### src/rtl/mc_pkg.sv
// Shared encodings for the multicycle datapath: ALU ops, mux selects, IR layout, opcodes.
// Build option: MC_R0_ZERO_EN (hard-wired zero r0) is consumed by mc_regfile.
package mc_pkg;

    typedef enum logic [3:0] {
        ALU_PASSA = 4'b0000,
        ALU_NOTA  = 4'b0001,
        ALU_ADD   = 4'b0010,
        ALU_SUB   = 4'b0011,
        ALU_OR    = 4'b0100,
        ALU_AND   = 4'b0101,
        ALU_XOR   = 4'b0110,
        ALU_SLT   = 4'b0111,
        ALU_PASSB = 4'b1000
    } alu_sel_e;

    typedef enum logic [1:0] {
        WB_ALUOUT = 2'b00,
        WB_MDR    = 2'b01,
        WB_LI     = 2'b10,
        WB_LUI    = 2'b11
    } memtoreg_e;

    typedef enum logic [1:0] {
        PCS_ALU    = 2'b00,
        PCS_ALUOUT = 2'b01,
        PCS_JUMP   = 2'b10,
        PCS_HOLD   = 2'b11
    } pcsource_e;

    typedef enum logic [1:0] {
        SRCB_B    = 2'b00,
        SRCB_FOUR = 2'b01,
        SRCB_SEXT = 2'b10,
        SRCB_ZEXT = 2'b11
    } alusrcb_e;

    localparam int IR_OPC_HI  = 31;
    localparam int IR_OPC_LO  = 26;
    localparam int IR_RD_HI   = 25;
    localparam int IR_RD_LO   = 21;
    localparam int IR_RS_HI   = 20;
    localparam int IR_RS_LO   = 16;
    localparam int IR_RT_HI   = 15;
    localparam int IR_RT_LO   = 11;
    localparam int IR_IMM_HI  = 15;
    localparam int IR_JADDR_HI = 25;

    localparam logic [5:0] OP_NOP       = 6'b000000;
    localparam logic [5:0] OP_J         = 6'b000001;
    localparam logic [5:0] OP_BEQ       = 6'b100000;
    localparam logic [3:0] OP_RTYPE_PFX = 4'b0100;
    localparam logic [1:0] OP_ITYPE_PFX = 2'b11;

    function automatic logic [31:0] sext16(input logic [15:0] v);
        return {{16{v[15]}}, v};
    endfunction

endpackage

### src/rtl/mc_datapath_if.sv
// Control/memory bundle between controller, memories and the datapath.
// slave = datapath side, master = controller/memory side.
interface mc_datapath_if;
    logic        PCWrite;
    logic        PCWriteCond;
    logic        IRWrite;
    logic        RegWrite;
    logic        RegReadSel;
    logic        ALUSrcA;
    logic        DMEMWrite;
    logic [1:0]  MemtoReg;
    logic [1:0]  PCSource;
    logic [1:0]  ALUSrcB;
    logic [3:0]  ALUSel;
    logic [5:0]  opcode;
    logic [31:0] imem_addr;
    logic [31:0] imem_rdata;
    logic [31:0] dmem_addr;
    logic [31:0] dmem_wdata;
    logic        dmem_we;
    logic [31:0] dmem_rdata;

    modport slave (
        input  PCWrite, PCWriteCond, IRWrite, RegWrite, RegReadSel, ALUSrcA, DMEMWrite,
        input  MemtoReg, PCSource, ALUSrcB, ALUSel, imem_rdata, dmem_rdata,
        output opcode, imem_addr, dmem_addr, dmem_wdata, dmem_we
    );

    modport master (
        output PCWrite, PCWriteCond, IRWrite, RegWrite, RegReadSel, ALUSrcA, DMEMWrite,
        output MemtoReg, PCSource, ALUSrcB, ALUSel, imem_rdata, dmem_rdata,
        input  opcode, imem_addr, dmem_addr, dmem_wdata, dmem_we
    );
endinterface

### src/rtl/mc_regfile.sv
// 32x32 register file: two combinational read ports, one posedge write port, async clear.
// MC_R0_ZERO_EN defined: r0 reads 0 and ignores writes; undefined: r0 is ordinary.
module mc_regfile (
    input  logic        clk,
    input  logic        rst_n,
    input  logic [4:0]  i_raddr1,
    input  logic [4:0]  i_raddr2,
    output logic [31:0] o_rdata1,
    output logic [31:0] o_rdata2,
    input  logic        i_we,
    input  logic [4:0]  i_waddr,
    input  logic [31:0] i_wdata
);

    logic [31:0] r_regs [32];
    logic        w_we;

`ifdef MC_R0_ZERO_EN
    assign w_we     = i_we && (i_waddr != 5'd0);
    assign o_rdata1 = (i_raddr1 == 5'd0) ? 32'd0 : r_regs[i_raddr1];
    assign o_rdata2 = (i_raddr2 == 5'd0) ? 32'd0 : r_regs[i_raddr2];
`else
    assign w_we     = i_we;
    assign o_rdata1 = r_regs[i_raddr1];
    assign o_rdata2 = r_regs[i_raddr2];
`endif

    // Reads see the pre-edge contents, so a same-cycle read of the written register is old data.
    always_ff @(posedge clk or negedge rst_n) begin
        if (!rst_n) begin
            for (int i = 0; i < 32; i++) begin
                r_regs[i] <= 32'd0;
            end
        end else if (w_we) begin
            r_regs[i_waddr] <= i_wdata;
        end
    end

endmodule

### src/rtl/mc_datapath.sv
// Multicycle datapath: PC, IR, regfile, A/B/ALUOut/MDR and ALU, one micro-step per clock.
// Optional MC_R0_ZERO_EN selects a hard-wired zero r0 inside mc_regfile.
module mc_datapath
    import mc_pkg::*;
#(
    parameter logic [31:0] RESET_PC = 32'h0000_0000
) (
    input  logic           clk,
    input  logic           reset,
    mc_datapath_if.slave   bus
);

    logic [31:0] r_pc;
    logic [31:0] r_ir;
    logic [31:0] r_a;
    logic [31:0] r_b;
    logic [31:0] r_aluout;
    logic [31:0] r_mdr;

    logic [4:0]  w_rd;
    logic [4:0]  w_rs;
    logic [4:0]  w_rt;
    logic [15:0] w_imm;
    logic [25:0] w_jaddr;
    logic [4:0]  w_raddr2;
    logic [31:0] w_rdata1;
    logic [31:0] w_rdata2;
    logic [31:0] w_alu_a;
    logic [31:0] w_alu_b;
    logic [31:0] w_alu_y;
    logic        w_zero;
    logic [31:0] w_wb_data;
    logic [31:0] w_pc_next;
    logic        w_pc_en;

    assign w_rd     = r_ir[IR_RD_HI:IR_RD_LO];
    assign w_rs     = r_ir[IR_RS_HI:IR_RS_LO];
    assign w_rt     = r_ir[IR_RT_HI:IR_RT_LO];
    assign w_imm    = r_ir[IR_IMM_HI:0];
    assign w_jaddr  = r_ir[IR_JADDR_HI:0];
    // BEQ and SWI compare/store the register named by rd, so port 2 can be steered to it.
    assign w_raddr2 = bus.RegReadSel ? w_rd : w_rt;

    mc_regfile u_regfile (
        .clk      (clk),
        .rst_n    (reset),
        .i_raddr1 (w_rs),
        .i_raddr2 (w_raddr2),
        .o_rdata1 (w_rdata1),
        .o_rdata2 (w_rdata2),
        .i_we     (bus.RegWrite),
        .i_waddr  (w_rd),
        .i_wdata  (w_wb_data)
    );

    assign w_alu_a = bus.ALUSrcA ? r_a : r_pc;

    always_comb begin
        w_alu_b = r_b;
        case (alusrcb_e'(bus.ALUSrcB))
            SRCB_B:    w_alu_b = r_b;
            SRCB_FOUR: w_alu_b = 32'd4;
            SRCB_SEXT: w_alu_b = sext16(w_imm);
            SRCB_ZEXT: w_alu_b = {16'd0, w_imm};
            default:   w_alu_b = r_b;
        endcase
    end

    always_comb begin
        w_alu_y = 32'd0;
        case (alu_sel_e'(bus.ALUSel))
            ALU_PASSA: w_alu_y = w_alu_a;
            ALU_NOTA:  w_alu_y = ~w_alu_a;
            ALU_ADD:   w_alu_y = w_alu_a + w_alu_b;
            ALU_SUB:   w_alu_y = w_alu_a - w_alu_b;
            ALU_OR:    w_alu_y = w_alu_a | w_alu_b;
            ALU_AND:   w_alu_y = w_alu_a & w_alu_b;
            ALU_XOR:   w_alu_y = w_alu_a ^ w_alu_b;
            ALU_SLT:   w_alu_y = ($signed(w_alu_a) < $signed(w_alu_b)) ? 32'd1 : 32'd0;
            ALU_PASSB: w_alu_y = w_alu_b;
            default:   w_alu_y = 32'd0;
        endcase
    end

    assign w_zero = (w_alu_y == 32'd0);

    always_comb begin
        w_wb_data = r_aluout;
        case (memtoreg_e'(bus.MemtoReg))
            WB_ALUOUT: w_wb_data = r_aluout;
            WB_MDR:    w_wb_data = r_mdr;
            WB_LI:     w_wb_data = {16'd0, w_imm};
            WB_LUI:    w_wb_data = {w_imm, 16'd0};
            default:   w_wb_data = r_aluout;
        endcase
    end

    always_comb begin
        w_pc_next = r_pc;
        case (pcsource_e'(bus.PCSource))
            PCS_ALU:    w_pc_next = w_alu_y;
            PCS_ALUOUT: w_pc_next = r_aluout;
            PCS_JUMP:   w_pc_next = {r_pc[31:28], w_jaddr, 2'b00};
            PCS_HOLD:   w_pc_next = r_pc;
            default:    w_pc_next = r_pc;
        endcase
    end

    assign w_pc_en = bus.PCWrite | (bus.PCWriteCond & w_zero);

    always_ff @(posedge clk or negedge reset) begin
        if (!reset) begin
            r_pc     <= RESET_PC;
            r_ir     <= 32'd0;
            r_a      <= 32'd0;
            r_b      <= 32'd0;
            r_aluout <= 32'd0;
            r_mdr    <= 32'd0;
        end else begin
            if (bus.IRWrite) begin
                r_ir <= bus.imem_rdata;
            end
            if (w_pc_en) begin
                r_pc <= w_pc_next;
            end
            r_a      <= w_rdata1;
            r_b      <= w_rdata2;
            r_aluout <= w_alu_y;
            r_mdr    <= bus.dmem_rdata;
        end
    end

    assign bus.opcode     = r_ir[IR_OPC_HI:IR_OPC_LO];
    assign bus.imem_addr  = r_pc;
    assign bus.dmem_addr  = r_aluout;
    assign bus.dmem_wdata = r_b;
    assign bus.dmem_we    = bus.DMEMWrite;

endmodule

### src/flat_wrapper.sv
// flat-port wrapper written by rule: the top's interface ports become plain ports
module mc_datapath_flat import mc_pkg::*;
#(
    parameter logic [31:0] RESET_PC = 32'h0000_0000
)
  (clk, reset, bus_PCWrite, bus_PCWriteCond, bus_IRWrite, bus_RegWrite, bus_RegReadSel, bus_ALUSrcA, bus_DMEMWrite, bus_MemtoReg, bus_PCSource, bus_ALUSrcB, bus_ALUSel, bus_imem_rdata, bus_dmem_rdata, bus_opcode, bus_imem_addr, bus_dmem_addr, bus_dmem_wdata, bus_dmem_we);
  mc_datapath_if bus_i ();
  input  logic clk;
  input  logic reset;
  input wire logic [$bits(bus_i.PCWrite)-1:0] bus_PCWrite;
  input wire logic [$bits(bus_i.PCWriteCond)-1:0] bus_PCWriteCond;
  input wire logic [$bits(bus_i.IRWrite)-1:0] bus_IRWrite;
  input wire logic [$bits(bus_i.RegWrite)-1:0] bus_RegWrite;
  input wire logic [$bits(bus_i.RegReadSel)-1:0] bus_RegReadSel;
  input wire logic [$bits(bus_i.ALUSrcA)-1:0] bus_ALUSrcA;
  input wire logic [$bits(bus_i.DMEMWrite)-1:0] bus_DMEMWrite;
  input wire logic [$bits(bus_i.MemtoReg)-1:0] bus_MemtoReg;
  input wire logic [$bits(bus_i.PCSource)-1:0] bus_PCSource;
  input wire logic [$bits(bus_i.ALUSrcB)-1:0] bus_ALUSrcB;
  input wire logic [$bits(bus_i.ALUSel)-1:0] bus_ALUSel;
  input wire logic [$bits(bus_i.imem_rdata)-1:0] bus_imem_rdata;
  input wire logic [$bits(bus_i.dmem_rdata)-1:0] bus_dmem_rdata;
  output wire logic [$bits(bus_i.opcode)-1:0] bus_opcode;
  output wire logic [$bits(bus_i.imem_addr)-1:0] bus_imem_addr;
  output wire logic [$bits(bus_i.dmem_addr)-1:0] bus_dmem_addr;
  output wire logic [$bits(bus_i.dmem_wdata)-1:0] bus_dmem_wdata;
  output wire logic [$bits(bus_i.dmem_we)-1:0] bus_dmem_we;
  assign bus_i.PCWrite = bus_PCWrite;
  assign bus_i.PCWriteCond = bus_PCWriteCond;
  assign bus_i.IRWrite = bus_IRWrite;
  assign bus_i.RegWrite = bus_RegWrite;
  assign bus_i.RegReadSel = bus_RegReadSel;
  assign bus_i.ALUSrcA = bus_ALUSrcA;
  assign bus_i.DMEMWrite = bus_DMEMWrite;
  assign bus_i.MemtoReg = bus_MemtoReg;
  assign bus_i.PCSource = bus_PCSource;
  assign bus_i.ALUSrcB = bus_ALUSrcB;
  assign bus_i.ALUSel = bus_ALUSel;
  assign bus_i.imem_rdata = bus_imem_rdata;
  assign bus_i.dmem_rdata = bus_dmem_rdata;
  assign bus_opcode = bus_i.opcode;
  assign bus_imem_addr = bus_i.imem_addr;
  assign bus_dmem_addr = bus_i.dmem_addr;
  assign bus_dmem_wdata = bus_i.dmem_wdata;
  assign bus_dmem_we = bus_i.dmem_we;
  mc_datapath #(.RESET_PC(RESET_PC)) u_core (.clk(clk), .reset(reset), .bus(bus_i));
endmodule
### config.mk
export PLATFORM = sky130hd
export DESIGN_NAME = mc_datapath_flat
export DESIGN_NICKNAME = d
export VERILOG_FILES = /design/src/rtl/mc_pkg.sv /design/src/rtl/mc_datapath_if.sv /design/src/rtl/mc_regfile.sv /design/src/rtl/mc_datapath.sv /design/src/flat_wrapper.sv
export SDC_FILE = /design/constraint.sdc
export NUM_CORES = 2
export LEC_CHECK = 0
export BUFFER_PORTS_ARGS = -buffer_cell sky130_fd_sc_hd__clkbuf_2
export CORE_MARGIN = 5
export CORE_UTILIZATION = 30
export CTS_CLUSTER_DIAMETER = 60
export DETAILED_ROUTE_END_ITERATION = 16
export PLACE_DENSITY = 0.48
export SYNTH_ARGS = -nofsm -noshare
export SYNTH_HDL_FRONTEND = slang
export SYNTH_HIERARCHICAL = 1
export SYNTH_SLANG_ARGS = --single-unit
### constraint.sdc
create_clock -name clk -period 14.29 [get_ports clk]
set_clock_uncertainty 0.2 [all_clocks]
set_input_delay 1.429 -clock clk [delete_from_list [all_inputs] [get_ports clk]]
set_output_delay 1.429 -clock clk [all_outputs]
set_load 0.05 [all_outputs]
* Word level (Yosys, flattened, before mapping) *
Index checks and enable logic that the tools add are counted.

cells by class
  bitwise logic cells = 11
  mux-type cells = 16
  order comparisons = 5
  add/sub/neg operators = 2
  equal/unequal tests = 17
  reductions and logical operators = 8

operator list
  cell                count
  $bwmux 1024         1
  $bmux 32 s5         2
  $pmux 32 s9         1
  $pmux 32 s4         2
  $mux 32             6
  $demux 32 s5        1
  $pmux 32 s3         1
  $add 32x32->32      1
  $and 32x32->32      1
  $logic_not 32->1    1
  $lt 32x32->1        1
  $not 32->32         1
  $or 32x32->32       1
  $sub 32x32->32      1
  $xor 32x32->32      1
  $ge 6x6->1 const B  3
  $not 5->6           3
  $eq 4x3->1 const B  4
  $eq 2x2->1 const B  6
  $eq 4x2->1 const B  2
  $eq 2x1->1 const B  3
  $logic_not 2->1     3
  $lt 6x1->1 const B  1
  $mux 5              1
  other kinds (10)    11

storage, ports and cells
  register bits after elaboration = 1216
  word-level logic and storage cells = 98
  input port bits = 83
  output and inout bits = 103

* Depth between registers and ports, before layout *
  word-level depth = 9
  gate-level depth with buffers = 22
  gate-level depth less buffers = 17

* Cells and area by module *
Netlist, hierarchy kept.

by module, submodules not included
  module       area an instance (um^2)  instances  cells an instance  sequential area each (um^2)
  mc_regfile   55781.0                  1          4605               25624.6
  mc_datapath  14597.8                  1          1626               4804.6

* Worst setup path after synthesis *
Ideal clock, no wire load.

  path kind = input port to flip-flop
  start point = input port bus_ALUSrcA
  end point = register u_core.r_pc[10], in the netlist u_core/bus.imem_addr[10]
  buffers on the path = 6
  data required time = 13965 ps
  stages on the path = 20
  setup time = 125 ps
  arrival time = 5841 ps
  path slack = 8124 ps
  cells stage by stage = buf_2 buf_6 buf_6 buf_4 mux2i_1 ha_1 inv_1 fa_1 a21oi_1 nor4_4 o21ba_2 o21a_1 a311oi_1 mux2i_1 a2111oi_0 nand4_1 o32a_1 buf_6 buf_12 mux2_4

between the ends
  word-level cells in the longest chain between the ends = 8
  elaborated cells between the ends (all ways) = 15
  classes of those cells = add/sub: 2; order compare: 1; mux: 4; bitwise: 6; reduce/logical: 2

RTL lines
  item                               line                source
  from (decl)                        flat_wrapper.sv:15  input wire logic [$bits(bus_i.ALUSrcA)-1:0] bus_ALUSrcA;
  $mux 32 (*)                        mc_datapath.sv:56   assign w_alu_a = bus.ALUSrcA ? r_a : r_pc;
  $lt 32x32->1                       mc_datapath.sv:79   ALU_SLT: w_alu_y = ($signed(w_alu_a) < $signed(w_alu_b)) ? 32'd1 : 32'd0;
  $mux 1                             mc_datapath.sv:79
  $pmux 32 s9 (*)                    mc_datapath.sv:71   case (alu_sel_e'(bus.ALUSel))
  $logic_not 32->1                   mc_datapath.sv:85   assign w_zero = (w_alu_y == 32'd0);
  $and 1x1->1                        mc_datapath.sv:109  assign w_pc_en = bus.PCWrite | (bus.PCWriteCond & w_zero);
  $or 1x1->1                         mc_datapath.sv:109
  $reduce_and 2->1 (no source line)  -
  to (signal assigned)               mc_datapath.sv:124  r_pc <= w_pc_next;
  to (decl)                          mc_datapath.sv:13   logic [31:0] r_pc;

Every way passes the cells marked *; elsewhere a longest branch is shown, timed or not.
A chain may end at the register's enable or synchronous reset.

* Worst setup path in the final report *
  start point = input port bus_ALUSrcB[1]
  end point = register u_core.r_pc[10], in the netlist u_core/bus.imem_addr[10]

between the ends
  word-level cells in the longest chain between the ends = 9
  elaborated cells between the ends (all ways) = 18
  classes of those cells = add/sub: 2; order compare: 1; eq/ne: 3; mux: 4; bitwise: 5; reduce/logical: 3

RTL lines
  item                                      line                source
  from (decl)                               flat_wrapper.sv:19  input wire logic [$bits(bus_i.ALUSrcB)-1:0] bus_ALUSrcB;
  $eq 2x2->1, or another cell as far along  mc_datapath.sv:60   case (alusrcb_e'(bus.ALUSrcB))
  $pmux 32 s4 (*)                           mc_datapath.sv:60
  $lt 32x32->1                              mc_datapath.sv:79
  $mux 1                                    mc_datapath.sv:79
  $pmux 32 s9 (*)                           mc_datapath.sv:71
  $logic_not 32->1                          mc_datapath.sv:85
  $and 1x1->1                               mc_datapath.sv:109
  $or 1x1->1                                mc_datapath.sv:109
  $reduce_and 2->1 (no source line)         -

Marked as above.

==> run_summary.xml <==
<?xml version="1.0" encoding="UTF-8"?>
<metrics>
  <group name="timing">
    <metric name="tns" unit="ns">0</metric>
    <metric name="number_of_hold_violations_in_the_final_report" unit="">0</metric>
    <metric name="fin_crit_sh" unit="%">51.6</metric>
    <metric name="worst_pin_slew" unit="ns">1.28</metric>
    <metric name="final_period_minus_worst_setup_slack" unit="ns">7.37</metric>
    <metric name="setup-violations-final" unit="">0</metric>
    <metric name="final_worst_path_setup_slack" unit="ns">6.92</metric>
    <metric name="max_slew_violation_total_from_the_final_report" unit="">0</metric>
    <metric name="rsz_0062_raised_after_global_routing" unit="">false</metric>
    <metric name="maxClockFrequency" unit="GHz">0.136</metric>
    <metric name="maxSlewHeadroom" unit="%">14.3</metric>
    <metric name="fin_worst_hold_slack" unit="ns">0.303</metric>
  </group>
  <group name="worst_setup_path">
    <metric name="path_depth_of_the_worst_reg2reg_path" unit="">16</metric>
    <metric name="timing.critical_path.slowest_cell_delay" unit="ns">0.82</metric>
    <metric name="path_max_fanout" unit="">35</metric>
    <metric name="critical_path.startpoint_type" unit="">input port</metric>
    <metric name="rr_endpoint" unit="">u_core/bus.imem_addr[10]</metric>
    <metric name="critical_path.cell_chain" unit="">clkbuf_2, buf_4, nand2_1, a21boi_0, inv_1, ha_1, inv_1, a21oi_1, o31ai_1, buf_4, a21oi_1, o211ai_1, a311oi_1, mux2i_1, a2111oi_0, nand4_1, o32a_2, mux2_4</metric>
    <metric name="setup.worst_path.class" unit="">in2reg</metric>
    <metric name="kind_of_cell_adding_the_most_delay_to_the_critical_path" unit="">compound AO/OA/AOI/OAI gates</metric>
    <metric name="crit-reg2reg-launch" unit="">u_core/r_ir[15]</metric>
    <metric name="critPathSlowestCell" unit="">sky130_fd_sc_hd__nand2_1</metric>
    <metric name="path_buf_inv" unit="">5</metric>
    <metric name="cp-end-kind" unit="">flip-flop</metric>
    <metric name="register_to_register_path_setup_slack" unit="ns">7.46</metric>
    <metric name="critPathRequiredTime" unit="ns">14.80</metric>
    <metric name="timing.critical_path.arrival" unit="ns">7.88</metric>
  </group>
  <group name="pwr">
    <metric name="max-vdd-ir-drop" unit="mV">0.118</metric>
    <metric name="static-leakage-power" unit="nW">36.8</metric>
    <metric name="power-per-cell-area" unit="nW/µm²">176</metric>
  </group>
  <group name="worst_hold_path">
    <metric name="worstHoldEndpoint" unit="">u_core/r_ir[31]</metric>
    <metric name="min-delay-path-class" unit="">reg2reg</metric>
    <metric name="worstHoldPathCells" unit="">1</metric>
    <metric name="worstHoldStart" unit="">u_core/r_ir[31]</metric>
  </group>
  <group name="clock_tree">
    <metric name="h-tree-depth" unit="">4</metric>
    <metric name="cts.path.max_buffers" unit="">3</metric>
    <metric name="post_cts_hold_buffer_count" unit="">0</metric>
    <metric name="cts_num_sinks" unit="">1216</metric>
    <metric name="clock_insertion_delay_worst_skew" unit="ns">0.83</metric>
    <metric name="cts_root_buffer" unit="">sky130_fd_sc_hd__clkbuf_16</metric>
    <metric name="post_cts_resized" unit="">0</metric>
    <metric name="postCtsSetupBuffers" unit="">0</metric>
    <metric name="cts.reportedPaths.clkPinSlew" unit="ns">0.06</metric>
    <metric name="tritoncts" unit="">done</metric>
    <metric name="number_of_cts_inserted_buffers" unit="">145</metric>
  </group>
  <group name="synth">
    <metric name="synth.lib_cells_used.distinct" unit="">95</metric>
    <metric name="yosysMostFrequentCell" unit="">sky130_fd_sc_hd__dfrtp_1</metric>
    <metric name="yosysWarnings" unit="">6</metric>
    <metric name="syn_nets" unit="">6422</metric>
    <metric name="ys_seq_elements" unit="">1216</metric>
    <metric name="yosys-top-cells-area" unit="">sky130_fd_sc_hd__dfrtp_1 (43%), sky130_fd_sc_hd__mux2_2 (17%), sky130_fd_sc_hd__mux2i_1 (16%)</metric>
    <metric name="synthFlopType" unit="">sky130_fd_sc_hd__dfrtp_1</metric>
    <metric name="synth_cells" unit="">6231</metric>
    <metric name="syn-mean-instance-area" unit="µm²">11.3</metric>
    <metric name="synthArstFlopShare" unit="%">100</metric>
    <metric name="syn_area" unit="µm²">70400</metric>
    <metric name="netlist.area_leader.share" unit="%">43.2</metric>
    <metric name="synth_edf_count" unit="">0</metric>
    <metric name="synth_top_area_cell" unit="">sky130_fd_sc_hd__dfrtp_1</metric>
    <metric name="ys_seq_area_share" unit="%">43.2</metric>
    <metric name="ys_top_cells_by_count" unit="">sky130_fd_sc_hd__dfrtp_1 (1216), sky130_fd_sc_hd__mux2i_1 (1095), sky130_fd_sc_hd__mux2_2 (1074)</metric>
  </group>
  <group name="route">
    <metric name="post-route-drc-count" unit="">0</metric>
    <metric name="total_via_count_after_detailed_routing" unit="">52900</metric>
    <metric name="routed_wirelength" unit="mm">269</metric>
    <metric name="route.detailed.wl_per_inst" unit="µm">28.7</metric>
    <metric name="drt_iter0_markers" unit="">4647</metric>
    <metric name="final_antenna_net_count" unit="">0</metric>
    <metric name="via_per_inst" unit="">5.64</metric>
    <metric name="drt_pass1_iterations" unit="">6</metric>
  </group>
  <group name="global_routing">
    <metric name="antenna_found_initial" unit="">10</metric>
    <metric name="overflow" unit="">0</metric>
    <metric name="first_pass_grt_wire_length" unit="mm">385</metric>
    <metric name="grt_start_max_net_pins" unit="">161</metric>
    <metric name="first_global_vias" unit="">53200</metric>
    <metric name="grtUsageTotal" unit="%">21.3</metric>
  </group>
  <group name="run_status">
    <metric name="status" unit="">completed</metric>
  </group>
  <group name="die">
    <metric name="floorplan.core_area" unit="µm²">233000</metric>
    <metric name="horizontal_die_dimension" unit="µm">494</metric>
    <metric name="placementRows" unit="">177</metric>
    <metric name="floorplan.initialDensity" unit="%">30.2</metric>
    <metric name="ios" unit="">186</metric>
    <metric name="dieArea" unit="µm²">244000</metric>
    <metric name="chipHeight" unit="µm">494</metric>
  </group>
  <group name="final_layout">
    <metric name="fin_util" unit="%">33.9</metric>
    <metric name="layout.filler_cells" unit="">23300</metric>
    <metric name="post_route_cells_drive_above_1_share" unit="%">27.9</metric>
    <metric name="design_area" unit="µm²">78900</metric>
    <metric name="area_growth_syn_to_layout" unit="%">12.1</metric>
    <metric name="ff_latch_area" unit="µm²">30400</metric>
    <metric name="design.final.nets" unit="">6331</metric>
    <metric name="multiInputGateArea" unit="µm²">37200</metric>
  </group>
  <group name="placed_design">
    <metric name="place_ws" unit="ns">6.35</metric>
    <metric name="gp_routability_congestion" unit="">0.931</metric>
    <metric name="placement.cell_area" unit="µm²">74100</metric>
    <metric name="post-dp-hpwl" unit="mm">163</metric>
    <metric name="port-buffer-count" unit="">183</metric>
  </group>
  <group name="run">
    <metric name="number_of_maximum_capacitance_violations" unit="">0</metric>
  </group>
</metrics>
## power breakdown
group	total, mW	switching [mW]	internal (mW)
clock network	3.76	1.56	2.21
logic	4.78	2.86	1.91
registers	5.32	0.875	4.44
## cells by family after synthesis
family                   synth area share, %
AND/OR/NAND/NOR                         6.16
flip-flops                              43.2
multiplexers                            33.5
XOR/XNOR                              0.0622
adder cells (fa/ha/maj)                 1.94
buffers and inverters                   4.50
AO/OA/AOI/OAI                           10.6
## state kept, by name (all words and copies together) (netlist names)
signal / count
u_core/u_regfile/r_regs: 1024
u_core/bus.dmem_addr: 32
u_core/bus.dmem_wdata: 32
u_core/bus.imem_addr: 32
u_core/r_a: 32
u_core/r_ir: 32
u_core/r_mdr: 32
## worst max-delay path by stage
| stage | to | slack, ns | cells past startpoint | startpoint |
|---|---|---|---|---|
| after floorplan | u_core/bus.imem_addr[10] | 8.12 | 20 | bus_ALUSrcA |
| after global placement | u_core/bus.imem_addr[7] | 6.31 | 18 | bus_ALUSrcB[1] |
| after detailed placement | u_core/bus.imem_addr[7] | 6.35 | 18 | bus_ALUSrcB[1] |
| after CTS | u_core/bus.imem_addr[7] | 7.23 | 18 | bus_ALUSrcB[1] |
| after global routing | u_core/bus.imem_addr[10] | 6.59 | 18 | bus_ALUSrcB[1] |
| final | u_core/bus.imem_addr[10] | 6.92 | 18 | bus_ALUSrcB[1] |
## per-stage QoR
step,instances,total power [mW]
2_1_floorplan,6231,8.46
3_3_place_gp,9125,9.97
3_5_place_dp,9125,10.1
4_1_cts,9369,13.9
5_1_grt,9370,14.6
6_report,9375,13.9
## worst register-to-register path: stages (launching register included)
cell and delay, ns:
sky130_fd_sc_hd__dfrtp_1 0.48, sky130_fd_sc_hd__nand2_1 0.80, sky130_fd_sc_hd__a21boi_0 0.49, sky130_fd_sc_hd__inv_1 0.13, sky130_fd_sc_hd__ha_1 0.67, sky130_fd_sc_hd__inv_1 0.09, sky130_fd_sc_hd__a21oi_1 0.23, sky130_fd_sc_hd__o31ai_1 0.12
sky130_fd_sc_hd__buf_4 0.18, sky130_fd_sc_hd__a21oi_1 0.26, sky130_fd_sc_hd__o211ai_1 0.16, sky130_fd_sc_hd__a311oi_1 0.57, sky130_fd_sc_hd__mux2i_1 0.23, sky130_fd_sc_hd__a2111oi_0 0.66, sky130_fd_sc_hd__nand4_1 0.24, sky130_fd_sc_hd__o32a_2 0.77
sky130_fd_sc_hd__mux2_4 0.47
## cells in the final DEF, fill, tap and decap left out, drive strengths merged, types with 7 or more instances in the layout
master	synthesis	final
mux2	1111	1111
a22oi	222	222
o221ai	16	16
o211ai	19	19
bufinv	0	9
nor2b	22	22
nor2	118	118
dfrtp	1216	1216
a211oi	17	17
a221o	9	9
o31ai	18	18
nor3	94	94
nand2	332	332
o22ai	15	15
nand2b	35	35
clkinv	1	21
nand3b	8	8
a21oi	337	337
and2	10	10
ha	106	106
or3	11	11
o21ai	89	89
mux2i	1095	1095
nor4	20	20
nand3	211	211
a31oi	82	82
a22o	149	149
inv	119	131
nand4	16	16
buf	308	146
a221oi	34	34
clkbuf	258	382
o21a	7	7
## cell type report
type / instances / share of cell area, %
clock inverter: 44 / 0.731
timing repair buffer: 328 / 2.72
multi-input combinational: 4329 / 47.1
sequential: 1216 / 38.6
antenna: 6 / 0.0190
tap: 3132 / 4.97
inverter: 120 / 0.571
clock buffer: 200 / 5.30
## layer usage
metal	wire, µm	global-route usage (%)	share of wire [%]
met1	127000	30.8	47
met2	117000	32.4	43
met3	18300	4.11	6.8
met4	6730	5.60	2.5
met5	24	0	0.0089
Power figures use the tool's default switching activity.
